**config.mk**
```make
export PLATFORM = sky130hd
export DESIGN_NAME = self_test_sort_tx
export DESIGN_NICKNAME = d
export VERILOG_FILES = /design/src/rtl/self_test_sort_tx.sv
export SDC_FILE = /design/constraint.sdc
export NUM_CORES = 1
export LEC_CHECK = 0
export ABC_AREA = 1
export CORE_ASPECT_RATIO = 0.9
export CORE_MARGIN = 4
export CORE_UTILIZATION = 50
export DETAILED_ROUTE_END_ITERATION = 8
export PLACE_DENSITY = 0.81
export SYNTH_ARGS = -nofsm -noshare
export SYNTH_HDL_FRONTEND = slang
export SYNTH_SLANG_ARGS = --single-unit
```
**constraint.sdc**
```tcl
create_clock -name clk -period 5.1 [get_ports clk]
set_input_delay 0.51 -clock clk [delete_from_list [all_inputs] [get_ports clk]]
set_output_delay 0.51 -clock clk [all_outputs]
set_load 0.05 [all_outputs]
```
**src/rtl/self_test_sort_tx.sv**
```systemverilog
// Sorting self-test buffer: insertion-sorts up to DEPTH words by key, then dumps them
// in parallel or as serial frames. Define SELF_TEST_PARITY_EN to add an even-parity bit per frame.
module self_test_sort_tx #(
   parameter int DATA_W  = 32,
   parameter int DEPTH   = 4,
   parameter int KEY_LSB = 21,
   parameter int KEY_W   = 5,
   parameter int BIT_DIV = 4
) (
   input  logic                       clk,
   input  logic                       rst,
   input  logic                       f_layer,
   input  logic [DATA_W-1:0]          data_in,
   input  logic                       in_valid,
   output logic                       in_ready,
   input  logic                       flush,
   output logic [$clog2(DEPTH+1)-1:0] count,
   output logic                       sort_finish,
   output logic [DATA_W-1:0]          data_out,
   output logic                       out_valid,
   output logic                       tx_out,
   output logic                       tx_busy,
   output logic [2:0]                 dbg_state
);
   localparam int CNT_W = $clog2(DEPTH+1);
   localparam int IDX_W = $clog2(DEPTH);
   localparam int BIT_W = $clog2(DATA_W);
   localparam int DIV_W = (BIT_DIV > 1) ? $clog2(BIT_DIV) : 1;
   localparam logic [CNT_W-1:0] DEPTH_C  = CNT_W'(DEPTH);
   localparam logic [CNT_W-1:0] CNT_ONE  = CNT_W'(1);
   localparam logic [IDX_W-1:0] IDX_ONE  = IDX_W'(1);
   localparam logic [BIT_W-1:0] BIT_ONE  = BIT_W'(1);
   localparam logic [BIT_W-1:0] BIT_LAST = BIT_W'(DATA_W-1);
   localparam logic [DIV_W-1:0] DIV_ONE  = DIV_W'(1);
   localparam logic [DIV_W-1:0] DIV_LAST = DIV_W'(BIT_DIV-1);

   typedef enum logic [2:0] {
      ST_FILL, ST_DONE, ST_DUMP_PAR, ST_TX_START, ST_TX_DATA, ST_TX_PARITY, ST_TX_STOP
   } state_t;

   state_t            state_q, state_d;
   logic [CNT_W-1:0]  count_q, count_d;
   logic [DATA_W-1:0] mem_q [DEPTH];
   logic [DATA_W-1:0] mem_d [DEPTH];
   logic [DATA_W-1:0] ins_mem [DEPTH];
   logic [IDX_W-1:0]  idx_q, idx_d;
   logic [BIT_W-1:0]  bit_q, bit_d;
   logic [DIV_W-1:0]  div_q, div_d;
   logic [DATA_W-1:0] hold_q, hold_d;
   logic [CNT_W-1:0]  ins_pos, cnt_next;
   logic [DATA_W-1:0] out_word;
   logic              accept, div_end, last_word, tx_line;

   // Stable insertion: the new word lands after every held entry whose key is <= its key.
   always_comb begin
      ins_pos = '0;
      for (int i = 0; i < DEPTH; i++) begin
         if (CNT_W'(i) < count_q && mem_q[i][KEY_LSB +: KEY_W] <= data_in[KEY_LSB +: KEY_W])
            ins_pos = ins_pos + CNT_ONE;
      end
      for (int i = 0; i < DEPTH; i++) begin
         if (CNT_W'(i) < ins_pos)       ins_mem[i] = mem_q[i];
         else if (CNT_W'(i) == ins_pos) ins_mem[i] = data_in;
         else                           ins_mem[i] = mem_q[(i > 0) ? i-1 : 0];
      end
   end

   always_comb begin
      state_d     = state_q;
      count_d     = count_q;
      mem_d       = mem_q;
      idx_d       = idx_q;
      bit_d       = bit_q;
      div_d       = div_q;
      in_ready    = 1'b0;
      sort_finish = 1'b0;
      out_valid   = 1'b0;
      tx_busy     = 1'b0;
      tx_line     = 1'b1;
      accept      = 1'b0;
      cnt_next    = count_q;
      out_word    = mem_q[idx_q];
      div_end     = (div_q == DIV_LAST);
      last_word   = ((CNT_W'(idx_q) + CNT_ONE) == count_q);

      case (state_q)
         ST_FILL: begin
            in_ready = (count_q < DEPTH_C);
            accept   = in_valid & in_ready;
            if (accept) begin
               mem_d    = ins_mem;
               cnt_next = count_q + CNT_ONE;
            end
            count_d = cnt_next;
            idx_d   = '0;
            bit_d   = '0;
            div_d   = '0;
            if (cnt_next == DEPTH_C || (flush && cnt_next != '0)) state_d = ST_DONE;
         end
         ST_DONE: begin
            sort_finish = 1'b1;
            state_d     = f_layer ? ST_TX_START : ST_DUMP_PAR;
         end
         ST_DUMP_PAR: begin
            out_valid = 1'b1;
            if (last_word) begin
               state_d = ST_FILL;
               count_d = '0;
               idx_d   = '0;
            end else begin
               idx_d = idx_q + IDX_ONE;
            end
         end
         ST_TX_START: begin
            tx_busy   = 1'b1;
            tx_line   = 1'b0;
            out_valid = (div_q == '0);
            div_d     = div_end ? '0 : div_q + DIV_ONE;
            if (div_end) begin
               state_d = ST_TX_DATA;
               bit_d   = '0;
            end
         end
         ST_TX_DATA: begin
            tx_busy = 1'b1;
            tx_line = out_word[bit_q];
            div_d   = div_end ? '0 : div_q + DIV_ONE;
            if (div_end) begin
               if (bit_q == BIT_LAST) begin
`ifdef SELF_TEST_PARITY_EN
                  state_d = ST_TX_PARITY;
`else
                  state_d = ST_TX_STOP;
`endif
               end else begin
                  bit_d = bit_q + BIT_ONE;
               end
            end
         end
`ifdef SELF_TEST_PARITY_EN
         ST_TX_PARITY: begin
            tx_busy = 1'b1;
            tx_line = ^out_word;
            div_d   = div_end ? '0 : div_q + DIV_ONE;
            if (div_end) state_d = ST_TX_STOP;
         end
`endif
         ST_TX_STOP: begin
            tx_busy = 1'b1;
            tx_line = 1'b1;
            div_d   = div_end ? '0 : div_q + DIV_ONE;
            if (div_end) begin
               if (last_word) begin
                  state_d = ST_FILL;
                  count_d = '0;
                  idx_d   = '0;
               end else begin
                  state_d = ST_TX_START;
                  idx_d   = idx_q + IDX_ONE;
               end
            end
         end
         default: state_d = ST_FILL;
      endcase

      // data_out keeps the last presented word between valid cycles.
      hold_d = out_valid ? out_word : hold_q;
   end

   always_ff @(posedge clk or posedge rst) begin
      if (rst) begin
         state_q <= ST_FILL;
         count_q <= '0;
         idx_q   <= '0;
         bit_q   <= '0;
         div_q   <= '0;
         hold_q  <= '0;
         for (int i = 0; i < DEPTH; i++) mem_q[i] <= '0;
      end else begin
         state_q <= state_d;
         count_q <= count_d;
         idx_q   <= idx_d;
         bit_q   <= bit_d;
         div_q   <= div_d;
         hold_q  <= hold_d;
         mem_q   <= mem_d;
      end
   end

   assign count     = count_q;
   assign data_out  = out_valid ? out_word : hold_q;
   assign tx_out    = tx_line;
   assign dbg_state = state_q;
endmodule

```
## Word level (Yosys, flattened, before mapping)

Index checks and enable logic that the tools add are counted.

| operators by class | value |
|---|---|
| reduce and logical (&&, ||, !) cells | 21 |
| equal/unequal tests | 19 |
| mux-type cells | 41 |
| $add $sub $neg | 8 |
| bitwise logic cells | 6 |
| order comparisons | 15 |

Operators by type and width:

| kind | number |
|---|---|
| $mux W32 | 6 |
| $bmux W32 S2 | 1 |
| $mux W3 | 13 |
| $le A5 B5 Y1 | 4 |
| $pmux W3 S6 | 1 |
| $mux W5 | 3 |
| $pmux W5 S3 | 1 |
| $ne A2 B2 Y1 const B | 7 |
| $add A3 B1 Y3 const B | 4 |
| $lt A1 B3 Y1 const A | 4 |
| $lt A2 B3 Y1 const A | 4 |
| $eq A3 B3 Y1 const B | 3 |
| $pmux W3 S3 | 1 |
| $reduce_and A3 Y1 | 3 |
| $reduce_bool A3 Y1 | 3 |
| $mux W2 | 4 |
| $reduce_and A4 Y1 | 2 |
| $eq A2 B3 Y1 const A | 2 |
| $eq A3 B2 Y1 const B | 2 |
| $logic_not A3 Y1 | 2 |
| $lt A5 B6 Y1 const B | 1 |
| $mux W1 | 6 |
| $pmux W2 S3 | 1 |
| $reduce_and A6 Y1 | 1 |
| other kinds (22) | 31 |

| storage, ports and cells | value |
|---|---|
| output and inout bits | 43 |
| word-level logic and storage cells | 120 |
| bits of input ports | 37 |
| register bits | 175 |

## Logic depth before layout (Yosys ltp)

Gate-level depths: netlist of run 1.

| logic depth | value |
|---|---|
| word-level depth | 12 |
| gate-level depth with buffers | 23 |
| mapped depth without buffers | 22 |

## Worst setup path before layout of run 1

Ideal clock, no wire load.

| timing path | value |
|---|---|
| path type | register to output |
| start point | register state_q[1] (netlist: dbg_state[1]) |
| end point | output port data_out[31] |
| path slack | 0.944 ns |
| arrival time | 3.646 ns |
| path buffers | 1 |
| cell stages (with the launch flop) | 8 |
| cells stage by stage | dfrtp_1 -> inv_1 -> nor2_1 -> nand2_1 -> o22ai_1 -> inv_1 -> clkbuf_1 -> o21ai_0 |

| between the ends | value |
|---|---|
| cells in the longest elaborated chain, start to end | 3 |
| elaborated cells on any way between the ends | 4 |
| classes of those cells | eq/ne (2); mux (2) |

RTL lines:

| what | line | text |
|---|---|---|
| start: declaration | 41 | `state_t state_q, state_d;` |
| start signal: assignment | 180 | `state_q <= state_d;` |
| $eq A3 B2 Y1 | 86 | `case (state_q)` |
| $pmux W1 S2 (*) | 86 |  |
| named net out_valid | 20 | `output logic out_valid,` |
| $mux W32 (*) | 191 | `assign data_out = out_valid ? out_word : hold_q;` |
| end: declaration | 19 | `output logic [DATA_W-1:0] data_out,` |

Mark *: on every way through the listed nets, which the timed path passes. The rest lies on a longest branch.

## Worst setup path after layout of run 1

| timing path | value |
|---|---|
| start point | input port data_in[25] |
| end point | register mem_q[100] (netlist bit) |

| between the ends | value |
|---|---|
| cells in the longest elaborated chain, start to end | 12 |
| elaborated cells on any way between the ends | 19 |
| classes of those cells | add/sub (3); order compare (5); mux (4); bitwise (1); reduce/logical (6) |

RTL lines:

| what | line | text |
|---|---|---|
| start: declaration | 13 | `input logic [DATA_W-1:0] data_in,` |
| $le A5 B5 Y1 | 58 | `if (CNT_W'(i) < count_q && mem_q[i][KEY_LSB +: KEY_W] <= data_in[KEY_LSB +: KEY_W])` |
| $logic_and A1 B1 Y1 | 58 |  |
| $mux W1 | 58 |  |
| $add A3 B1 Y3 | 59 | `ins_pos = ins_pos + CNT_ONE;` |
| $mux W3 | 58 |  |
| $add A3 B1 Y3 | 59 |  |
| $mux W3 | 58 |  |
| $add A3 B1 Y3 | 59 |  |
| $mux W3 (*) | 58 |  |
| $lt A1 B3 Y1 | 62 | `if (CNT_W'(i) < ins_pos) ins_mem[i] = mem_q[i];` |
| $not A1 Y1 (no source line) | -- |  |
| $reduce_and A4 Y1 (no source line) (*) | -- |  |
| end signal: assignment | 186 | `mem_q <= mem_d;` |
| end: declaration | 43 | `logic [DATA_W-1:0] mem_q [DEPTH];` |

Every way passes the cells marked *; elsewhere a longest branch is shown, timed or not.
A chain may end at the register's enable or synchronous reset.

==> out/results.ini, run 1 <==
[run_status]
outcome = complete, no violations

[sta]
skew_ps = 11.00
period_minus_slack_ps = 4373
fmax_mhz = 228.7
setup_viol = 0
fin_ws_ps = 727.3
drv_slew = 0
max_slew_margin = 0.2678
hold_violations = 0
tns_ps = 0
finalCritPeriodShare = 0.8574
rsz0062_at_grt = no
worst_slew_pin_slew_ps = 1098

[cells_and_area]
diodes = 0
layout_common_cells = nand2_1, nand3_1, dfrtp_1
drive_above_1_share = 0.04671
final_common_cell = nand2_1
synthToLayoutAreaGrowth_pct = 15.28
nets = 1616
fill_cells = 1854
finalNonFillerCells = 1818

[grt]
grt_max_degree = 116
grt_pass1_vias = 9713
overflow = 0
antenna_found_initial = 0
grt_pass1_wl_um = 50430
grt_util_all_layers = 0.2738

[synth]
synth_compound_area_frac = 0.09775
synth_xor_area_frac = 0.003404
synthCells = 1507
synth_top_family_by_area = simple AND/OR/NAND/NOR gates
yosysWarnings = 0
ys_seq_area_frac = 0.4255
muxShareOfSynthArea = 0
synth-seq-cells = 175
syn_area_um2 = 10290
yosys.area_share.simple = 0.3388
synth_fp_nets = 1573
synth_cell_types = 35
yosys.area_share.adder = 0.03526
syn_area_per_cell_um2 = 6.829

[placement]
post-place-cells = 1786
dpl.hpwl_um = 19880
place_congestion = 0.9368
io_buffers = 79
pre_cts_slack_ps = 376.6

[drt]
wire_per_inst_um = 17.04
vias = 10280
post_drt_via_cell_ratio = 5.657
firstDrtPassIters = 9
drt_wl_total_um = 30990
detail-route-antenna-nets = 0
drc = 0
drt_iter0_markers = 1133

[critical_path]
worstSetupEndpointType = flop
cp.arrival_ps = 4720
path_class = input port to flop
crit_fanout = 64
crit_path_start_kind = input port
cp.required_ps = 5450

[floorplanning]
top_level_ports = 80
core_area_um2 = 20110
num_rows = 49
die_y_um = 144.1
dieArea_um2 = 22950
die_x_um = 159.2
start_util = 0.5118

[clock_tree]
clock_latency_ps = 450
cts_tree = built
post_cts_resized = 0
ctsHoldBuffers = 0
cts.sinks = 175
clk_pin_slew_ps = 70
numCtsBuffers = 17
post_cts_buffers = 0
htreeDepth = 4
clock_path_buffers = 2
cts-root-buf = clkbuf_16

[min_path]
min_path_type = flop to flop

[job]
cap_violations = 0

==> synth_stat cells <==
library cell / instances / area share
nand2_1: 617 / 0.23
nand3_1: 193 / 0.094
dfrtp_1: 175 / 0.43
inv_1: 174 / 0.063
o21ai_0: 96 / 0.047
a21oi_1: 56 / 0.027
clkbuf_1: 39 / 0.014
buf_2: 35 / 0.017
ha_1: 29 / 0.035
o21ai_1: 21 / 0.010
nor2_1: 20 / 0.0073
buf_1: 6 / 0.0022
nor3_1: 6 / 0.0029
o22ai_1: 6 / 0.0036
nand2_2: 4 / 0.0024
clkinv_1: 3 / 0.0011
o211ai_1: 3 / 0.0022
inv_2: 2 / 0.00073
nand2_4: 2 / 0.0022
nand4_1: 2 / 0.0012
o221ai_1: 2 / 0.0017
xnor2_1: 2 / 0.0017
xor2_1: 2 / 0.0017
a211oi_1: 1 / 0.00073
a21oi_4: 1 / 0.0016
a22oi_1: 1 / 0.00073
a31oi_1: 1 / 0.00061
and3_1: 1 / 0.00061
clkinv_2: 1 / 0.00049
nand3_2: 1 / 0.00097
nor2_2: 1 / 0.00061
nor2_4: 1 / 0.0011
o21ai_2: 1 / 0.00085
o21ai_4: 1 / 0.0016
or2_2: 1 / 0.00061
==> path summary, 6_finish.rpt <==
check / from / endpoint / slack, ps / cells after the start
worst max-delay path: data_in[25] / mem_q[100] / 730 / 19
worst min-delay path: hold_q[6] / hold_q[6] / 470 / 2
worst max register to register: mem_q[89] / mem_q[100] / 1010 / 17
worst min register to register: hold_q[6] / hold_q[6] / 470 / 2
max in group asynchronous: rst / idx_q[0] / 3850 / 3
min in group asynchronous: rst / dbg_state[1] / 550 / 3
==> layer usage <==
metal	vias up	GRT usage	wire [um]
met3	100	0.08378	3711
met5	-	0	0
met1	4743	0.3693	12820
li1	4836	-	-
met4	0	0.1023	907
met2	605	0.4207	13540
==> flip-flops by register name (all words and copies together) (netlist names) <==
name / count
mem_q: 128
hold_q: 32
bit_q: 5
count: 3
dbg_state: 3
div_q: 2
idx_q: 2
==> cell families after synthesis <==
logic type,count (synthesis)
flip-flops,175
AO/OA/AOI/OAI,190
adder cells (fa/ha/maj),29
AND/OR/NAND/NOR,849
XOR/XNOR,4
buffers and inverters,260
==> metrics by stage <==
step / cell area [um^2] / util / hold WS [ps]
detailed placement: 11270 / 0.5607 / 457.3
finish: 11860 / 0.5900 / 470.1
CTS: 11860 / 0.5900 / 474.8
global placement: 11270 / 0.5607 / 453.4
global route: 11860 / 0.5900 / 497.7
floorplan: 10290 / - / 449.1
==> cell type report <==
class | count | area, um^2 | area share
multi-input cells | 1072 | 4891 | 0.4123
flip-flops and latches | 175 | 4380 | 0.3692
repair buffers | 104 | 1003 | 0.08458
inverters | 180 | 680.7 | 0.05737
clock buffers | 21 | 460.4 | 0.03881
well taps | 255 | 319.1 | 0.02689
clock inverters | 11 | 128.9 | 0.01086
==> worst max-delay path: stages <==
cell and delay (ps):
clkdlybuf4s50_1 490, inv_1 130, ha_1 330, nand2_1 80, inv_1 70, nand3_1 60, o221ai_1 140, a21oi_1 120
ha_1 370, inv_1 80, nand3_1 140, nand2_1 80, ha_1 300, or2_2 310, nand2_2 150, nand2_4 270
clkinv_2 280, nand2_4 400, o21ai_0 350
Power of run 1 is not shown: default switching activity piles up to over one toggle a cycle in this logic, so the estimate is an artifact.
==> run 2, diff against run 1 <==
--- a/config.mk
+++ b/config.mk
@@ -8,9 +8,9 @@
 export ABC_AREA = 1
 export CORE_ASPECT_RATIO = 0.9
 export CORE_MARGIN = 4
-export CORE_UTILIZATION = 50
+export CORE_UTILIZATION = 40
 export DETAILED_ROUTE_END_ITERATION = 8
-export PLACE_DENSITY = 0.81
+export PLACE_DENSITY = 0.68
 export SYNTH_ARGS = -nofsm -noshare
 export SYNTH_HDL_FRONTEND = slang
 export SYNTH_SLANG_ARGS = --single-unit
==> constraint.sdc (replaced) <==
create_clock -name clk -period 5.1 [get_ports clk]
set_input_delay 0.51 -clock clk [delete_from_list [all_inputs] [get_ports clk]]
set_output_delay 0.51 -clock clk [all_outputs]
set_load 0.1 [all_outputs]
==> out/results.ini, run 2 (synthesized netlist as in run 1, its figures left out) <==
[cells_and_area]
drive_above_1_share = 0.06850
largest_reg_flops = 128
final_common_cell = nand2_1
diodes = 0
top_register = mem_q
layout_common_cells = nand2_1, nand3_1, dfrtp_1
postLayoutCoreUtil = 0.4713
reg_top3 = mem_q x128, hold_q x32, bit_q x5
nets = 1615
synthToLayoutAreaGrowth_pct = 15.67
finalNonFillerCells = 1904

[critical_path]
r2r_cells = 15
r2r_start = mem_q[121]
crit_fanout = 64
cp.arrival_ps = 4690
rrSetupSlack_ps = 1020
reg2reg_to = mem_q[117]
crit_path_start_kind = input port
worstSetupEndpointType = flop
path_class = input port to flop
cp.required_ps = 5440

[sta]
setup_viol = 0
fmax_mhz = 230.2
period_minus_slack_ps = 4344
hold_ws_ps = 479.3
skew_ps = 8.192
drv_slew = 0
max_slew_margin = 0.3115
hold_violations = 0
worst_slew_pin_slew_ps = 1033
finalCritPeriodShare = 0.8517
tns_ps = 0
rsz0062_at_grt = no

[floorplanning]
die_x_um = 177.1
die_y_um = 160.2
start_util = 0.4075
dieArea_um2 = 28360
core_area_um2 = 25260
top_level_ports = 80
num_rows = 55

[clock_tree]
post_cts_buffers = 0
cts-root-buf = clkbuf_16
cts.sinks = 175
clk_pin_slew_ps = 70
post_cts_resized = 0
clock_latency_ps = 440
ctsHoldBuffers = 0
cts_tree = built
clock_path_buffers = 2
numCtsBuffers = 17
htreeDepth = 4

[grt]
grt_max_degree = 176
antenna_found_initial = 0
overflow = 0
grt_pass1_wl_um = 51030
grt_util_all_layers = 0.2233
grt_pass1_vias = 9483

[placement]
io_buffers = 79
place_congestion = 0.9099
dpl.hpwl_um = 20490
post-place-cells = 1872

[drt]
detail-route-antenna-nets = 0
post_drt_via_cell_ratio = 5.213
vias = 9926
drt_wl_total_um = 31420
firstDrtPassIters = 6
wire_per_inst_um = 16.50
drc = 0
drt_iter0_markers = 972

[job]
cap_violations = 0

[min_path]
worstHoldStart = hold_q[6]
whs_endpoint = hold_q[6]
min_path_type = flop to flop
min_path_cells = 2

[run_status]
outcome = complete, no violations

## run 2: changes by cell type in the layout (fill, tap and decap cells not counted), sizes merged
cell	previous run	this run
buf	25	57
clkbuf	21	20
clkdlybuf4s50	79	46
clkinv	7	12
clkinvlp	3	2
inv	179	176
## run 2: area by class of cell
cell class                      count  area [um^2]
Clock buffer                       20        456.7
Clock inverter                     12        135.1
Fill cell                        2514        13350
Inverter                          180        680.7
Multi-Input combinational cell   1072         4897
Sequential cell                   175         4380
Tap cell                          342        427.9
Timing Repair Buffer              103        925.9
## run 2: per-layer routing
layer  share of wire  vias to the layer above  track usage
met3           0.073                       60      0.03953
li1                -                     4830            -
met5               0                        -            0
met4           0.023                        0      0.06646
met1            0.47                     4661       0.3221
met2            0.44                      375       0.3444
## run 2: how the worst max path moves through the flow
stage                             end  depth (start not counted)         start
after detailed placement   mem_q[117]                         17   data_in[25]
after CTS                  mem_q[117]                         19   data_in[25]
final                      mem_q[117]                         17   data_in[25]
after global routing       mem_q[124]                         17   data_in[25]
after global placement     mem_q[117]                         20   data_in[25]
after floorplan           data_out[0]                          7  dbg_state[1]
## run 2: per-stage QoR
step	instance area, um^2	setup WS, ps
6_report	11900	756.4
5_1_grt	11900	460.8
4_1_cts	11900	813.8
3_5_place_dp	11310	360.0
3_3_place_gp	11310	546.3
2_1_floorplan	10300	339.7
## run 2: worst max-delay path, stage by stage
cell and delay [ps]:
clkdlybuf4s50_1 480, inv_1 140, ha_1 360, a21oi_1 140
o221ai_1 130, a22oi_1 260, ha_1 340, inv_1 90
nand3_1 120, nand2_1 120, ha_1 240, or2_2 310
nand2_2 150, nand2_4 270, clkinv_2 250, nand2_4 400
o21ai_0 340
Power of run 2 is left out for the same reason.
==> run 3, diff against run 2 <==
--- a/config.mk
+++ b/config.mk
@@ -10,7 +10,8 @@
 export CORE_MARGIN = 4
 export CORE_UTILIZATION = 40
 export DETAILED_ROUTE_END_ITERATION = 8
-export PLACE_DENSITY = 0.68
+export DONT_BUFFER_PORTS = 1
+export PLACE_DENSITY = 0.64
 export SYNTH_ARGS = -nofsm -noshare
 export SYNTH_HDL_FRONTEND = slang
 export SYNTH_SLANG_ARGS = --single-unit
==> out/results.ini, run 3 (synthesized netlist as in run 1, its figures left out) <==
[run_status]
outcome = complete, no violations

[floorplanning]
top_level_ports = 80
die_y_um = 160.2
dieArea_um2 = 28360
start_util = 0.4075
num_rows = 55
core_area_um2 = 25260
die_x_um = 177.1

[drt]
detail-route-antenna-nets = 0
wire_per_inst_um = 17.38
firstDrtPassIters = 5
drc = 0
post_drt_via_cell_ratio = 5.221
drt_iter0_markers = 906
vias = 9691
drt_wl_total_um = 32260

[clock_tree]
clk_pin_slew_ps = 70
post_cts_resized = 0
clock_latency_ps = 440
htreeDepth = 4
clock_path_buffers = 2
numCtsBuffers = 17
cts-root-buf = clkbuf_16
cts.sinks = 175
cts_tree = built

[sta]
drv_slew = 0
tns_ps = 0
finalCritPeriodShare = 0.8375
fmax_mhz = 234.1
hold_ws_ps = 257.2
setup_viol = 0
rsz0062_at_grt = no
worst_slew_pin_slew_ps = 1143
period_minus_slack_ps = 4271
hold_violations = 0
skew_ps = 12.86
max_slew_margin = 0.2377

[grt]
grt_util_all_layers = 0.2313
grt.met3_usage = 0.06178
grt_pass1_wl_um = 52410
met2_usage = 0.3548
grt.busiest_layer = met2
grt_pass1_vias = 9416
met1_usage = 0.3246
grt_max_degree = 164
overflow = 0
antenna_found_initial = 0

[cells_and_area]
top_register = mem_q
reg_top3 = mem_q x128, hold_q x32, bit_q x5
drive_above_1_share = 0.09115
diodes = 0
finalNonFillerCells = 1856
regArea_um2 = 4380
final_common_cell = nand2_1
nets = 1567
layout_common_cells = nand2_1, nand3_1, dfrtp_1
synthToLayoutAreaGrowth_pct = 12.39
largest_reg_flops = 128
fill_cells = 2568
multi_input_area_um2 = 5017

[critical_path]
cp.required_ps = 4590
crit_fanout = 42
worstSetupEndpointType = primary output
crit_path_start_kind = flop
cp.arrival_ps = 3760
path_class = flop to primary output

[job]
cap_violations = 0

[placement]
io_buffers = 0
post-place-cells = 1823
dpl.hpwl_um = 20650
place_congestion = 0.8848

[min_path]
min_path_type = input port to flop

-- run 3: worst max-delay path, cell delays in order, from the launching register on --
cell and delay, ps:
dfrtp_1 1010, inv_1 250, nor2_1 170, nand2_1 140
o22ai_2 400, inv_2 290, buf_4 370, nand2_1 110
nand2_1 560
-- run 3: what timing repair did --
item / CTS / global route
hold buffers: 1 / 0
setup endpoints to repair: 0 / 0
hold endpoints to repair: 12 / 0
buffers inserted: 0 / 0
-- run 3: final cells by class --
class,count,share of cell area
Multi-Input combinational cell,1072,0.4338
Clock inverter,14,0.01558
Tap cell,342,0.03700
Sequential cell,175,0.3787
Timing Repair Buffer,55,0.03808
Clock buffer,18,0.03797
Inverter,180,0.05885
-- run 3: routing by layer --
metal,routed length (um),up-vias
met5,0,-
met1,14140,4502
met2,14290,395
li1,-,4736
met3,3083,58
met4,741,0
-- run 3: worst paths after layout --
path / end / slack, ps / cells past startpoint / startpoint
max: data_out[2] / 830 / 8 / dbg_state[1]
min: mem_q[125] / 260 / 2 / data_in[29]
max reg2reg: mem_q[100] / 1030 / 16 / mem_q[120]
min reg2reg: hold_q[26] / 480 / 2 / hold_q[26]
max in group asynchronous: mem_q[12] / 3300 / 3 / rst
min in group asynchronous: hold_q[28] / 520 / 2 / rst
-- run 3: stage by stage --
step                      cell area, um^2  worst slack, ps  utilization
after detailed placement            10940            881.6       0.4330
after CTS                           11570            839.1       0.4580
after floorplan                     10300            339.7            -
after global placement              10940             1010       0.4330
after global routing                11570            656.6       0.4580
final                               11570            828.6       0.4580
Power of run 3 is left out for the same reason.
